--- src/rtl/regfile_wb_arbiter.sv ---
// Round-robin arbiter sharing the register-file write port among NREQ writeback sources.
// Defining WB_ARB_BYPASS_EN adds the early-forwarding outputs byp_valid, byp_rd and byp_data.

module regfile_wb_arbiter #(
    parameter int NREQ = 3,
    parameter int DW   = 64,
    parameter int AW   = 5,
    parameter int CNTW = 16,
    localparam int IW  = $clog2(NREQ)
) (
    input  logic                 CLK,
    input  logic                 nRST,
    input  logic                 wb_en,
    input  logic                 flush,
    input  logic [NREQ-1:0]      req_valid,
    input  logic [NREQ*AW-1:0]   req_rd,
    input  logic [NREQ*DW-1:0]   req_wdata,
    output logic [NREQ-1:0]      req_ready,
    output logic                 RegWrite,
    output logic [AW-1:0]        rd,
    output logic [DW-1:0]        wdata,
    output logic [IW-1:0]        grant_id,
    output logic [CNTW-1:0]      conflict_cnt
`ifdef WB_ARB_BYPASS_EN
    ,
    output logic                 byp_valid,
    output logic [AW-1:0]        byp_rd,
    output logic [DW-1:0]        byp_data
`endif
);

    logic [IW-1:0] ptr;
    logic [IW-1:0] winner;
    logic          found;
    logic [IW:0]   idx;
    logic [AW-1:0] win_rd;
    logic [DW-1:0] win_data;
    logic          xfer;
    logic          conflict;

    // Search from ptr upward, wrapping modulo NREQ; the first valid requester wins.
    always_comb begin
        req_ready = '0;
        winner    = '0;
        found     = 1'b0;
        idx       = '0;
        if (wb_en && !flush) begin
            for (int k = 0; k < NREQ; k++) begin
                idx = {1'b0, ptr} + (IW+1)'(k);
                if (idx >= (IW+1)'(NREQ)) begin
                    idx = idx - (IW+1)'(NREQ);
                end
                if (!found && req_valid[idx[IW-1:0]]) begin
                    found  = 1'b1;
                    winner = idx[IW-1:0];
                end
            end
        end
        if (found) begin
            req_ready[winner] = 1'b1;
        end
    end

    always_comb begin
        win_rd   = '0;
        win_data = '0;
        for (int i = 0; i < NREQ; i++) begin
            if (req_ready[i]) begin
                win_rd   = req_rd[i*AW +: AW];
                win_data = req_wdata[i*DW +: DW];
            end
        end
    end

    assign xfer     = |(req_valid & req_ready);
    assign conflict = ($countones(req_valid) >= 2);

    // Flush only clears the write strobe and pointer; the last written rd/wdata stay visible.
    always_ff @(posedge CLK) begin
        if (!nRST) begin
            RegWrite     <= 1'b0;
            rd           <= '0;
            wdata        <= '0;
            grant_id     <= '0;
            ptr          <= '0;
            conflict_cnt <= '0;
        end else begin
            if (flush) begin
                RegWrite <= 1'b0;
                ptr      <= '0;
            end else if (xfer) begin
                RegWrite <= (win_rd != '0);
                rd       <= win_rd;
                wdata    <= win_data;
                grant_id <= winner;
                ptr      <= (winner == IW'(NREQ-1)) ? '0 : winner + 1'b1;
            end else begin
                RegWrite <= 1'b0;
            end
            if (conflict && (conflict_cnt != '1)) begin
                conflict_cnt <= conflict_cnt + 1'b1;
            end
        end
    end

`ifdef WB_ARB_BYPASS_EN
    // Forward the transfer happening now so consumers see it a cycle before the register file.
    assign byp_valid = xfer && (win_rd != '0);
    assign byp_rd    = win_rd;
    assign byp_data  = win_data;
`endif

endmodule

--- config.mk ---
export PLATFORM = sky130hd
export DESIGN_NAME = regfile_wb_arbiter
export DESIGN_NICKNAME = d
export VERILOG_FILES = /design/src/rtl/regfile_wb_arbiter.sv
export SDC_FILE = /design/constraint.sdc
export NUM_CORES = 1
export LEC_CHECK = 0
export ABC_AREA = 1
export CAP_MARGIN = 30
export CORE_MARGIN = 8
export CORE_UTILIZATION = 41
export DETAILED_ROUTE_END_ITERATION = 16
export GPL_TIMING_DRIVEN = 0
export PLACE_DENSITY = 0.84
export SKIP_LAST_GASP = 1
export SLEW_MARGIN = 20
export SYNTH_ARGS = -nofsm -noshare
export SYNTH_HDL_FRONTEND = slang
export SYNTH_SLANG_ARGS = --single-unit
export TNS_END_PERCENT = 1
--- constraint.sdc ---
create_clock -name CLK -period 5.2 [get_ports CLK]
set_clock_uncertainty 0.1 [all_clocks]
set_input_delay 1.04 -clock CLK [delete_from_list [all_inputs] [get_ports CLK]]
set_output_delay 1.04 -clock CLK [all_outputs]
set_load 0.1 [all_outputs]
### After elaboration in Yosys (flattened, before gate mapping)

Cells that the tools add are included.

* bits in registers: 90
* bits in latches: 0
* bits in read-only memories: 0
* memories kept: 0
* input port bits: 214
* memory bits (writable): 0

* order comparisons: 9
* reductions and logical operators: 13
* equal/unequal tests: 2
* shifts and indexed selects: 0
* bitwise gates (word level): 4
* $mul: 0
* divide/modulo/power cells: 0
* $add $sub $neg: 9
* multiplexer cells: 32

Operators by type and width (count)
* 64-bit 2-to-1 mux: 3
* 2-bit 2-to-1 mux: 11
* 16-bit by 1-bit adder with 16-bit output, second input constant: 1
* 16-bit inequality test, second input constant: 1
* 5-bit 2-to-1 mux: 3
* 2-bit by 3-bit < comparator with 1-bit output, second input constant: 4
* 1-bit 2-to-1 mux: 10
* 3-bit by 2-bit >= comparator with 1-bit output, second input constant: 3
* 1-bit binary-select mux with 2-bit select: 3
* 3-bit OR reduction: 2
* 2-bit subtractor, second input constant: 3
* 1-bit logical AND: 5
* 5-bit nonzero test: 1
* 2-bit by 1-bit adder with 3-bit output: 1
* 2-bit by 1-bit adder with 3-bit output, second input constant: 1
* 2-bit by 2-bit adder with 3-bit output, second input constant: 1
* 3-bit bitwise AND: 1
* 1-bit logical NOT: 3
* 3-bit 2-to-1 mux: 1
* 1-bit NOT: 3
* 1-bit by 1-bit adder with 2-bit output: 1
* 2-bit by 1-bit adder with 2-bit output, second input constant: 1
* 1-bit demux with 2-bit select: 1
* 2-bit == test, second input constant: 1
* other kinds (4): 4

### Logic depth before layout (Yosys ltp)

* word-level depth: 24
* depth in mapped cells: 19
* depth with buffers taken out: 18

### Worst setup path before layout

Ideal clock, no wire load.

* path type: input-to-output
* start: in req_valid[2]
* end: out req_ready[0]
* cell stages on the path: 11
* arrival time: 2.298 ns
* setup slack: 1.762 ns
* cell sequence: inv_2 > o21ai_2 > nand2_4 > nand3_1 > nand2_1 > inv_1 > nand2_2 > nand2_2 > nand3_2 > inv_2 > buf_2

* longest elaborated chain between the ends: 17
* elaborated cells on any way between the ends: 26
* classes of those cells: 2 x order compare; 19 x mux; 5 x reduce/logical

RTL lines
* start: declaration: RTL line 15 `input logic [NREQ-1:0] req_valid,`
* 1-bit binary-select mux with 2-bit select: RTL line 53 `if (!found && req_valid[idx[IW-1:0]]) begin`
* 1-bit 2-to-1 mux (not written as such): RTL line 53
* 1-bit 2-to-1 mux: RTL line 53
* 1-bit 2-to-1 mux: RTL line 47 `if (wb_en && !flush) begin`
* 1-bit logical NOT: RTL line 53
* 1-bit logical AND: RTL line 53
* 1-bit 2-to-1 mux: RTL line 53
* 1-bit 2-to-1 mux: RTL line 47
* 1-bit logical NOT: RTL line 53
* 1-bit logical AND: RTL line 53
* 2-bit 2-to-1 mux: RTL line 53
* 2-bit 2-to-1 mux: RTL line 47
* 2-bit by 3-bit < comparator with 1-bit output (not written as such) or 2-bit by 1-bit >= comparator with 1-bit output (tied branches): RTL line 60 `req_ready[winner] = 1'b1;`
* 1-bit logical AND (not written as such): RTL line 60
* 1-bit 2-to-1 mux (not written as such): RTL line 60
* 1-bit demux with 2-bit select: RTL line 60
* 3-bit 2-to-1 mux (*): RTL line 59 `if (found) begin`
* end: declaration: RTL line 18 `output logic [NREQ-1:0] req_ready,`

Mark *: on every way between the ends. The rest lies on a longest branch, timed or not. The select of a mux whose other input is x is not followed.

### Worst setup path after layout

Ends and elaborated chain as after synthesis.

==> impl_metrics.tcl <==
set metrics [dict create \
    rows 40 \
    worst_slew_pin_slew_ns 1.042 \
    grt_pass1_wl_um 33440 \
    wirelength_um 21760 \
    crit_path_end_kind "primary output" \
    drv_cap 0 \
    dr.first_iter.drc_count 309 \
    htreeDepth 3 \
    total_power_mw 2.447 \
    insertion_delay_ns 0.35 \
    critPathMaxStageDelay_ns 0.89 \
    fin_setup_tns_ns 0 \
    rsz0062_at_grt "no" \
    arrival_ns 3.80 \
    path_cells "clkdlybuf4s50_1, inv_2, o21ai_1, nand3_2, nand4_2, nand2_2, inv_2, nand3_2, inv_2, buf_2, dlygate4sd2_1" \
    final_cells 1292 \
    wire_per_inst_um 16.84 \
    post-route-util_pct 74.02 \
    final_common_cell "nand2_1" \
    synth_area_sq_um 5099 \
    path_clk_slew_ns 0.06 \
    dp_cells 1275 \
    critical_path.slowest_cell "dlygate4sd2_1" \
    ys_ff_latch 90 \
    dp_slack_ns -0.01162 \
    grt_pass1_vias 6166 \
    drive_above_1_share_pct 11.22 \
    hold_class "register to register" \
    antenna_left 0 \
    final_nets 1338 \
    die_h_um 127.5 \
    grt_antenna_before_repair 0 \
    ys_types 28 \
    clock.fmax_mhz 202.5 \
    slew_viol_final 0 \
    grt-ovfl-total 0 \
    place_area_sq_um 8572 \
    cts_tree "done" \
    finalWeightedCongestion 0.9414 \
    path_class "primary input to primary output" \
    synthToLayoutAreaGrowth_pct 75.12 \
    initial_core_util_pct 42.27 \
    period_share_pct 94.98 \
    yosysSeqAreaShare_pct 35.34 \
    design_area_sq_um 8929 \
    portBuffers 304 \
    grt_max_degree 15 \
    mostFrequentLayoutCells "326 x nand2_1, 302 x clkdlybuf4s50_1, 110 x inv_1" \
    holdWs_ns 0.3744 \
    dr.pass1.iters 5 \
    worstPathRequired_ns 4.06 \
    synthTopCellsByArea "dfxtp_1 35%, nand2_1 24%, nand4_1 9.0%, inv_1 8.1%, nand2_2 6.5%" \
    status "completed" \
    viasPerCell 4.732 \
    powerDensity_nw_per_um2 274.1 \
    setup_viol 0 \
    async_flop_share_pct 0 \
    yosysTopAreaCell "dfxtp_1" \
    timing.final.ws_setup_ns 0.2609 \
    cts.path.max_buffers 2 \
    synth_cells 795 \
    hpwl_um 17520 \
    cts.sinks 90 \
    p_leak_nw 4.110 \
    cp_max_fo 10 \
    grt_use_total_pct 26.27 \
    synth_nets 1015 \
    core-area_sq_um 12060 \
    avgSynthCellArea_sq_um 6.413 \
    yosys_warnings 0 \
    die_w_um 127.5 \
    max-vdd-ir-drop_uv 180.2 \
    hold_viol 0 \
    clock-root-buffer "clkbuf_16" \
    numCtsBuffers 9 \
    synth-main-ff-cell "dfxtp_1" \
    cp_common_cell "inv_2" \
    synth_edf_count 0 \
    io_pins 305 \
    dr_total_vias 6114 \
    drc 0 \
    slew_headroom_pct 30.32 \
    path_delay_family "buffers and inverters" \
    period_needed_ns 4.939 \
    cp_num_buf_inv 6 \
    die_area_sq_um 16260 \
    yosys.area.top_type_share_pct 35.34 \
    startpoint_type "primary input" \
]
==> worst reg2reg max path: stages (launching register included) <==
cell and delay, ns:
dfxtp_1 0.36, inv_1 0.09, ha_1 0.39, o21ai_1 0.21, nand3_2 0.13, nand4_2 0.09, nand2_2 0.16, inv_2 0.21
nand3_2 0.12, inv_2 0.09, buf_2 0.25, nand2_1 0.10, nand4_1 0.09, nand2_1 0.06, inv_1 0.06
==> Yosys cell counts, types with 2 or more instances <==
| master | instances |
|---|---|
| buf_12 | 6 |
| nor3_1 | 6 |
| nand4_1 | 73 |
| nand2_1 | 326 |
| nand3_2 | 4 |
| clkbuf_1 | 6 |
| inv_1 | 110 |
| nand3_1 | 18 |
| dfxtp_1 | 90 |
| nor3b_1 | 3 |
| o211ai_1 | 2 |
| inv_2 | 7 |
| o21ai_0 | 12 |
| ha_1 | 6 |
| nand2_2 | 53 |
| nor2_1 | 24 |
| or2_2 | 3 |
| buf_2 | 24 |
| a21oi_1 | 13 |
==> power breakdown <==
part,switching [mW],internal (mW)
Clock,0.285,0.495
Sequential,0.0251,0.738
Combinational,0.569,0.335
Total,0.880,1.57
==> state kept, by name, summed over array words and instances, names as in the netlist <==
register      flops
wdata            64
conflict_cnt     16
rd                5
grant_id          2
ptr               2
RegWrite          1
==> logic make-up after synthesis <==
| kind of cell | share of synthesized area (%) |
|---|---|
| simple gates | 45.89 |
| buf+inv | 14.14 |
| flops | 35.34 |
| compound gates | 3.166 |
| fa+ha+maj | 1.472 |
==> layout make-up <==
type	count	area, sq um
timing repair buffer	312	3264
fill	984	3133
inverter	117	439.2
antenna	1	2.502
clock inverter	5	100.1
tap	168	210.2
sequential	90	1802
clock buffer	11	252.7
buffer	38	281.5
multi-input combinational	550	2576
==> worst paths after layout <==
path	cells past startpoint	from	to	slack (ns)
worst max-delay path	11	req_valid[2]	req_ready[0]	0.26
worst min-delay path	2	grant_id[1]	grant_id[1]	0.37
worst max register to register	14	ptr[0]	wdata[60]	2.63
worst min register to register	2	grant_id[1]	grant_id[1]	0.37
==> routing by layer <==
layer  wire (um)  GRT usage [%]
met1        8379          29.17
met2       10550          45.64
met3        2182          8.444
met4         648          10.43
met5           0              0
==> timing repair <==
item / in CTS / in global routing
cloned: 0 / 0
hold buffers: 0 / 0
buffers inserted: 0 / 0
gates resized for setup: 1 / 1
setup endpoints to repair: 1 / 1
endpoints found under the hold margin: 0 / 0
Note: power is estimated with default switching activity, not from simulation.
